==> config.mk <==
export PLATFORM = sky130hd
export DESIGN_NAME = fsq_arbiter
export DESIGN_NICKNAME = d
export VERILOG_FILES = /design/src/rtl/fsq_arb_pkg.sv /design/src/rtl/fsq_arbiter_rr_pick.sv /design/src/rtl/fsq_arbiter.sv
export SDC_FILE = /design/constraint.sdc
export NUM_CORES = 1
export LEC_CHECK = 0
export ABC_AREA = 1
export CELL_PAD_IN_SITES_DETAIL_PLACEMENT = 0
export CELL_PAD_IN_SITES_GLOBAL_PLACEMENT = 1
export CORE_MARGIN = 1
export CORE_UTILIZATION = 30
export DETAILED_ROUTE_END_ITERATION = 12
export PLACE_DENSITY_LB_ADDON = 0.1
export SETUP_SLACK_MARGIN = 0.4
export SLEW_MARGIN = 20
export SYNTH_ARGS = -nofsm -noshare
export SYNTH_HDL_FRONTEND = slang
export SYNTH_SLANG_ARGS = --single-unit
==> constraint.sdc <==
create_clock -name clk -period 5 [get_ports clk]
set_input_delay 0.5 -clock clk [delete_from_list [all_inputs] [get_ports clk]]
set_output_delay 0.5 -clock clk [all_outputs]
set_load 0.03 [all_outputs]
==> src/rtl/fsq_arb_pkg.sv <==
// Shared types and sizing helpers for the squaring-unit arbiter.
package fsq_arb_pkg;

  localparam int unsigned FP_W = 32;

  typedef enum logic [2:0] {
    DRAIN,
    IDLE,
    ISSUE,
    WAIT,
    DONE
  } state_e;

  // Response payload returned to the owning requester.
  typedef struct packed {
    logic [FP_W-1:0] res;
    logic            err;
    logic            tmo;
  } rsp_t;

  function automatic int unsigned idx_w(input int unsigned n);
    return (n < 2) ? 1 : $clog2(n);
  endfunction

  // Wide enough to hold the larger of the watchdog and drain terminal counts.
  function automatic int unsigned cnt_w(input int unsigned a, input int unsigned b);
    int unsigned m;
    m = (a > b) ? a : b;
    return (m < 2) ? 1 : $clog2(m + 1);
  endfunction

endpackage

==> src/rtl/fsq_arbiter_rr_pick.sv <==
// Combinational round-robin picker: first set request at or above ptr_i, wrapping.
module fsq_arbiter_rr_pick #(
  parameter int unsigned N  = 4,
  parameter int unsigned IW = 2
) (
  input  logic [N-1:0]  req_i,
  input  logic [IW-1:0] ptr_i,
  output logic [IW-1:0] idx_o,
  output logic          vld_o
);

  // Scan from the farthest offset down so the nearest request is assigned last.
  always_comb begin : pick
    int unsigned sum;
    sum   = 0;
    idx_o = '0;
    vld_o = |req_i;
    for (int unsigned i = N; i > 0; i--) begin
      sum = 32'(ptr_i) + i - 1;
      if (sum >= N) sum = sum - N;
      if (req_i[IW'(sum)]) idx_o = IW'(sum);
    end
  end

endmodule

==> src/rtl/fsq_arbiter.sv <==
// Round-robin arbiter sharing one squaring unit, with response watchdog and
// a drain period after reset/timeout since the unit itself cannot be reset.
module fsq_arbiter
  import fsq_arb_pkg::*;
#(
  parameter int unsigned N_REQ     = 4,
  parameter int unsigned TIMEOUT   = 15,
  parameter int unsigned DRAIN_CYC = 8
) (
  input  logic                  clk,
  input  logic                  rst_n,
  input  logic [N_REQ-1:0]      req_i,
  input  logic [FP_W*N_REQ-1:0] x_i,
  output logic [N_REQ-1:0]      gnt_o,
  output logic [N_REQ-1:0]      done_o,
  output logic [FP_W-1:0]       res_o,
  output logic                  err_o,
  output logic                  tmo_o,
  output logic                  busy_o,
  output logic [FP_W-1:0]       u_x_o,
  output logic                  u_ri_o,
  input  logic [FP_W-1:0]       u_res_i,
  input  logic                  u_err_i,
  input  logic                  u_ro_i
);

  localparam int unsigned IW = idx_w(N_REQ);
  localparam int unsigned CW = cnt_w(TIMEOUT, DRAIN_CYC);
  localparam logic [CW-1:0] TMO_LAST = CW'(TIMEOUT - 1);
  localparam logic [CW-1:0] DRN_LAST = CW'(DRAIN_CYC - 1);
  localparam logic [IW-1:0] IDX_LAST = IW'(N_REQ - 1);

  state_e            state_q, state_d;
  logic [CW-1:0]     cnt_q, cnt_d;
  logic [IW-1:0]     ptr_q, ptr_d;
  logic [IW-1:0]     idx_q, idx_d;
  logic [N_REQ-1:0]  gnt_q, gnt_d;
  logic [N_REQ-1:0]  done_q, done_d;
  rsp_t              rsp_q, rsp_d;
  logic [FP_W-1:0]   ux_q, ux_d;
  logic              uri_q, uri_d;
  logic              busy_q, busy_d;

  logic [IW-1:0]     pick_idx;
  logic              pick_vld;
  logic [FP_W-1:0]   x_sel;

  fsq_arbiter_rr_pick #(
    .N  (N_REQ),
    .IW (IW)
  ) u_rr_pick (
    .req_i (req_i),
    .ptr_i (ptr_q),
    .idx_o (pick_idx),
    .vld_o (pick_vld)
  );

  // Operand of the current winner.
  always_comb begin
    x_sel = '0;
    for (int unsigned k = 0; k < N_REQ; k++) begin
      if (pick_idx == IW'(k)) x_sel = x_i[k*FP_W +: FP_W];
    end
  end

  always_comb begin
    state_d = state_q;
    cnt_d   = cnt_q;
    ptr_d   = ptr_q;
    idx_d   = idx_q;
    gnt_d   = gnt_q;
    done_d  = '0;
    rsp_d   = rsp_q;
    ux_d    = ux_q;
    uri_d   = 1'b0;

    case (state_q)
      DRAIN: begin
        if (cnt_q == DRN_LAST) state_d = IDLE;
        else                   cnt_d   = cnt_q + CW'(1);
      end

      IDLE: begin
        if (pick_vld) begin
          idx_d           = pick_idx;
          ux_d            = x_sel;
          gnt_d           = '0;
          gnt_d[pick_idx] = 1'b1;
          uri_d           = 1'b1;
          state_d         = ISSUE;
        end
      end

      ISSUE: begin
        cnt_d   = '0;
        state_d = WAIT;
      end

      // A response arriving on the terminal count still wins over the timeout.
      WAIT: begin
        if (u_ro_i) begin
          rsp_d         = '{res: u_res_i, err: u_err_i, tmo: 1'b0};
          done_d[idx_q] = 1'b1;
          state_d       = DONE;
        end else if (cnt_q == TMO_LAST) begin
          rsp_d         = '{res: '0, err: 1'b1, tmo: 1'b1};
          done_d[idx_q] = 1'b1;
          state_d       = DONE;
        end else begin
          cnt_d = cnt_q + CW'(1);
        end
      end

      DONE: begin
        ptr_d     = (idx_q == IDX_LAST) ? '0 : idx_q + IW'(1);
        gnt_d     = '0;
        rsp_d.tmo = 1'b0;
        if (rsp_q.tmo) begin
          cnt_d   = '0;
          state_d = DRAIN;
        end else begin
          state_d = IDLE;
        end
      end

      default: begin
        cnt_d   = '0;
        state_d = DRAIN;
      end
    endcase

    busy_d = (state_d != IDLE);
  end

  always_ff @(posedge clk or negedge rst_n) begin
    if (!rst_n) begin
      state_q <= DRAIN;
      cnt_q   <= '0;
      ptr_q   <= '0;
      idx_q   <= '0;
      gnt_q   <= '0;
      done_q  <= '0;
      rsp_q   <= '0;
      ux_q    <= '0;
      uri_q   <= 1'b0;
      busy_q  <= 1'b1;
    end else begin
      state_q <= state_d;
      cnt_q   <= cnt_d;
      ptr_q   <= ptr_d;
      idx_q   <= idx_d;
      gnt_q   <= gnt_d;
      done_q  <= done_d;
      rsp_q   <= rsp_d;
      ux_q    <= ux_d;
      uri_q   <= uri_d;
      busy_q  <= busy_d;
    end
  end

  assign gnt_o  = gnt_q;
  assign done_o = done_q;
  assign res_o  = rsp_q.res;
  assign err_o  = rsp_q.err;
  assign tmo_o  = rsp_q.tmo;
  assign busy_o = busy_q;
  assign u_x_o  = ux_q;
  assign u_ri_o = uri_q;

endmodule

# [After elaboration in Yosys (flattened, before gate mapping)]
# Cells that the tools add are included.
[op_classes] n_lt_le_gt_ge=12 mux=46 n_bitwise=1 n_eq_ne=17 addsub=14 n_reduce_logical=13
[ops] operator=">= comparator 32 x 3 -> 1 bit, second input constant" count=4
[ops] operator="2-to-1 mux 32 bit" count=4
[ops] operator="2-to-1 mux 34 bit" count=2
[ops] operator="2-to-1 mux 4 bit" count=8
[ops] operator="less-than comparator 2 x 3 -> 1 bit, second input constant" count=6
[ops] operator="2-to-1 mux 2 bit" count=9
[ops] operator="case mux 4 bit (4 select lines)" count=1
[ops] operator="case mux 3 bit (5 select lines)" count=1
[ops] operator="2-to-1 mux 3 bit" count=4
[ops] operator="subtractor 3 x 1 -> 4 bit, second input constant" count=3
[ops] operator="!= test 2 bit, second input constant" count=5
[ops] operator="2-to-1 mux 1 bit" count=9
[ops] operator="binary-select mux 1 bit (select 2 bit)" count=4
[ops] operator="case mux 4 bit (2 select lines)" count=1
[ops] operator="AND reduction 2 bit" count=4
[ops] operator="subtractor 2 x 1 -> 2 bit, second input constant" count=4
[ops] operator="adder 2 x 2 -> 3 bit, second input constant" count=2
[ops] operator="== test 2 bit, second input constant" count=3
[ops] operator="== test 3 x 2 -> 1 bit, second input constant" count=2
[ops] operator="nonzero test 2 bit" count=3
[ops] operator="AND reduction 5 bit" count=1
[ops] operator="subtractor 4 x 1 -> 5 bit, second input constant" count=1
[ops] operator="adder 2 x 3 -> 4 bit, second input constant" count=1
[ops] operator="adder 4 x 1 -> 4 bit, second input constant" count=1
[ops] operator="17 further kinds" count=20
[word_totals] input_bits=168 out_inout_bits=76 ff_bits=87 wordCells=115

# [Depth between registers and ports, before layout]
[depth] ltp_word=16 depth_mapped=17

# [Cells and area by module]
# A second synthesis with hierarchy kept.
[hier_totals] hier_cells=537 area_unflattened_um2=4297.9
[by_module_without_submodules] mod="fsq_arbiter" area_each_um2=4108.9 instances=1 seq_area_each_um2=2178.3 cells_per_inst=491
[by_module_without_submodules] mod="fsq_arbiter_rr_pick" area_each_um2=188.9 instances=1 seq_area_each_um2=0.0 cells_per_inst=46

# [Least setup slack after synthesis]
# Ideal clock, no wire load.
[synth_timing] kind="input port to flip-flop" from="in req_i[0]" to="reg ux_q[18], in the netlist u_x_o[18]" path_stages=7 setup_time_ns=0.066 arrival_time_ns=1.623 setup_slack_ns=3.311 path_buffers=2 cell_sequence="nor4_1 -> nor2_2 -> inv_2 -> buf_2 -> buf_1 -> nand2_1 -> nand2_1"
[synth_via] elab_chain_cells=11
[synth_lines] element="start, declared" line_no="fsq_arbiter.sv:12" text="input logic [N_REQ-1:0] req_i,"
[synth_lines] element="binary-select mux 1 bit (select 2 bit)" line_no="fsq_arbiter_rr_pick.sv:21" text="if (req_i[IW'(sum)]) idx_o = IW'(sum);"
[synth_lines] element="2-to-1 mux 1 bit (not written as such)" line_no="fsq_arbiter_rr_pick.sv:21"
[synth_lines] element="2-to-1 mux 2 bit (4 in a row)" line_no="fsq_arbiter_rr_pick.sv:21"
[synth_lines] element="logical NOT 2 bit" line_no="fsq_arbiter.sv:62" text="if (pick_idx == IW'(k)) x_sel = x_i[k*FP_W +: FP_W];"
[synth_lines] element="2-to-1 mux 32 bit (4 in a row)" line_no="fsq_arbiter.sv:62"
[synth_lines] element="end signal, assigned" line_no="fsq_arbiter.sv:155" text="ux_q <= ux_d;"
[synth_lines] element="end, declared" line_no="fsq_arbiter.sv:40" text="logic [FP_W-1:0] ux_q, ux_d;"
# Several ways; a longest one is shown, not always the timed one. The select of a mux whose other input is x is not followed.
# A chain may end at the register's enable or synchronous reset.

# [Final worst setup path]
[layout_timing] from="in req_i[3]" to="reg ux_q[31], in the netlist u_x_o[31]"
# The elaborated chain is that of the path after synthesis.

==> impl_metrics.tcl <==
set metrics [dict create \
    status "completed" \
    layout.cells.most_common "clkdlybuf4s50_1" \
    grt_pass1_vias 5113 \
    fin_crit_ns 3.13 \
    stdcell_area_sq_um 7630 \
    io_buffers 243 \
    place_congestion 0.851 \
    row_count 45 \
    hold_viol 0 \
    powerDensity_nw_per_um2 681 \
    wl_per_cell_um 15.9 \
    gr-total-overflow 0 \
    min_period_over_period_pct 62.6 \
    pwr-share-comb_pct 62.9 \
    power_frac_seq_pct 23.2 \
    synth_top_family_by_area "simple AND/OR/NAND/NOR gates" \
    worstSetupPathType "in -> reg" \
    fillers 1520 \
    core_sq_um 15400 \
    report.final.slew_viol_count 0 \
    cts_sinks 87 \
    grt_pass1_wl_mm 26.0 \
    ir_drop_v 0.000348 \
    dr_wl_met3_mm 1.35 \
    grt_max_degree 60 \
    antenna_found_initial 1 \
    yosys_warnings 0 \
    detail-route-antenna-nets 0 \
    viasPerCell 4.75 \
    synth.area.mux_share_pct 0 \
    die-height_um 129 \
    highest_layer "met4" \
    rsz0062_at_grt "no" \
    h-tree-depth 3 \
    post_cts_resized 0 \
    setup_viol 0 \
    final_cell_mix "clkdlybuf4s50_1 (242), nand2_1 (190), dfrtp_1 (86)" \
    p_clk_share_pct 13.9 \
    synth.area.top_cells "dfrtp_1 (45%), nand2_1 (15%), nand3_1 (7.1%)" \
    synth_compound_area_share_pct 8.88 \
    cts-root-buf "clkbuf_16" \
    cts_setup_buffers 0 \
    area_growth_pct 58.9 \
    wl_met2_mm 8.05 \
    synth-simple-area-share_pct 35.1 \
    numCtsBuffers 9 \
    synth-adder-area-share_pct 1.56 \
    crit_path_start_kind "input port" \
    p_sw_uw 2570 \
    vias 5046 \
    num_io_pins 244 \
    power.leakage_uw 0.00362 \
    fmax_mhz 320 \
    cts_buffer_depth 2 \
    cp-end-kind "register" \
    synth-xor-area-share_pct 0.182 \
    path_max_fanout 42 \
    internal-power_uw 2630 \
    postSynthCellCount 626 \
    wl_met1_mm 6.93 \
    required_ns 5.25 \
    final.setup.tns_ns 0 \
    tightestPinTransition_ns 1.03 \
    swShare_pct 49.5 \
    cts_tree "yes" \
    cts_hold_buf 0 \
    maxSlewHeadroom_pct 31.3 \
    maxCapViolCount 0 \
    finalClockSkew_ns 0.00924 \
    synth_top_area_cell "dfrtp_1" \
    grtUsageTotal_pct 20.5 \
    die_x_um 129 \
    die-area_sq_um 16500 \
    power.total_uw 5200 \
    ys_seq_elements 87 \
    avgSynthCellArea_sq_um 7.67 \
    layout-drive-gt1-share_pct 7.29 \
    synthesis.nets 800 \
    synthDistinctLibCells 34 \
    fin_util_pct 49.5 \
    drt_wl_total_mm 16.9 \
    critical_path_arrival_ns 3.38 \
    synth.cell_area_sq_um 4800 \
    nNetsFinal 1020 \
    clk_pin_slew_ns 0.07 \
    initial_utilization_pct 31.1 \
    drc 0 \
    yosysTopAreaCellShare_pct 44.8 \
    drtIter0Drc 193 \
    hp-class "in -> async" \
    dr.pass1.iters 5 \
    clk_latency_ns 0.35 \
    placed_area_sq_um 7320 \
    seq_area_frac_synth_pct 45.4 \
    hpwl_mm 12.2 \
]
## cells in the mapped netlist
cell	n
a21boi_0	5
a21oi_1	2
a22o_1	32
a31o_2	1
buf_1	5
buf_2	19
buf_4	4
buf_6	3
clkbuf_1	6
dfrtp_1	86
dfstp_2	1
ha_1	6
inv_1	33
inv_2	26
inv_4	1
nand2_1	190
nand2_2	4
nand2_4	1
nand3_1	68
nand3_2	3
nand3_4	1
nand3b_1	10
nand4_1	25
nor2_1	66
nor2_2	1
nor3_1	7
nor3_2	1
nor4_1	2
o211ai_1	1
o21a_1	2
o21ai_0	11
o31ai_2	1
or2_2	1
xnor2_1	1
## path summary, 6_finish.rpt
path / start / slack [ns] / cells past startpoint / to
setup / recovery: req_i[3] / 1.87 / 13 / u_x_o[31]
setup reg to reg: ptr_q[0] / 1.95 / 12 / u_x_o[31]
hold / removal: rst_n / 0.11 / 1 / res_o[26]
hold reg to reg: u_x_o[1] / 0.48 / 2 / u_x_o[1]
max in group asynchronous: rst_n / 3.84 / 2 / cnt_q[0]
min in group clk: u_x_o[1] / 0.48 / 2 / u_x_o[1]
## cell families (layout without fill, tap and decap cells)
logic type                 Yosys count  count (layout)
buffers and inverters               97             322
other                                0               1
and+or+nand+nor                    380             380
AOI/OAI and AO/OA                   55              55
DFF                                 87              87
adders and majority gates            6               6
xor gates and xnor gates             1               1
## power groups by stage
stage               Combinational [uW]  Sequential (uW)  Clock, uW
floorplan                         1750             1720          0
global placement                  3230             1210          0
detailed placement                3280             1220          0
CTS                               3300             1210        747
global route                      3620             1250        774
finish                            3270             1210        724
## per-layer routing
layer / track usage, % / vias to the layer above
met2: 35.5 / 207
met3: 5.95 / 31
li1: - / 2482
met4: 9.83 / 0
met1: 23.3 / 2326
met5: 0 / -
## layout make-up
| cell class | instances | area [sq um] | share of cell area (%) |
|---|---|---|---|
| Antenna cell | 1 | 2.50 | 0.0328 |
| Sequential cell | 87 | 2180 | 28.5 |
| Multi-Input combinational cell | 442 | 2200 | 28.8 |
| Inverter | 60 | 228 | 2.98 |
| Timing Repair Buffer | 246 | 2450 | 32.1 |
| Tap cell | 211 | 264 | 3.46 |
| Clock buffer | 9 | 225 | 2.95 |
| Clock inverter | 7 | 85.1 | 1.11 |
## worst max-delay path: stages
cell and delay [ns]:
clkdlybuf4s50_1 0.46, inv_1 0.08, nand2_1 0.10, nand3_1 0.15, nand2_1 0.07, nand3_2 0.08, nand3_2 0.43, nand2_2 0.83
inv_1 0.33, o21ai_0 0.15, nand3_1 0.08, nand2_1 0.06, nand2_1 0.04
## sequential cells by signal, indices dropped and copies added, names as in the netlist
register  flops
u_x_o        32
ptr_q         2
err_o         1
busy_o        1
gnt_o         4
done_o        4
state_q       3
cnt_q         4
tmo_o         1
idx_q         2
res_o        32
u_ri_o        1
## stage by stage
step | worst slack, ns | hold WS, ns | cells
final | 1.87 | 0.111 | 1063
after global routing | 1.61 | 0.140 | 1063
after CTS | 1.88 | 0.121 | 1062
after detailed placement | 1.51 | 0.467 | 1046
after global placement | 1.61 | 0.464 | 1046
after floorplan | 3.31 | 0.204 | 626
Note: power is estimated with default switching activity, not from simulation.
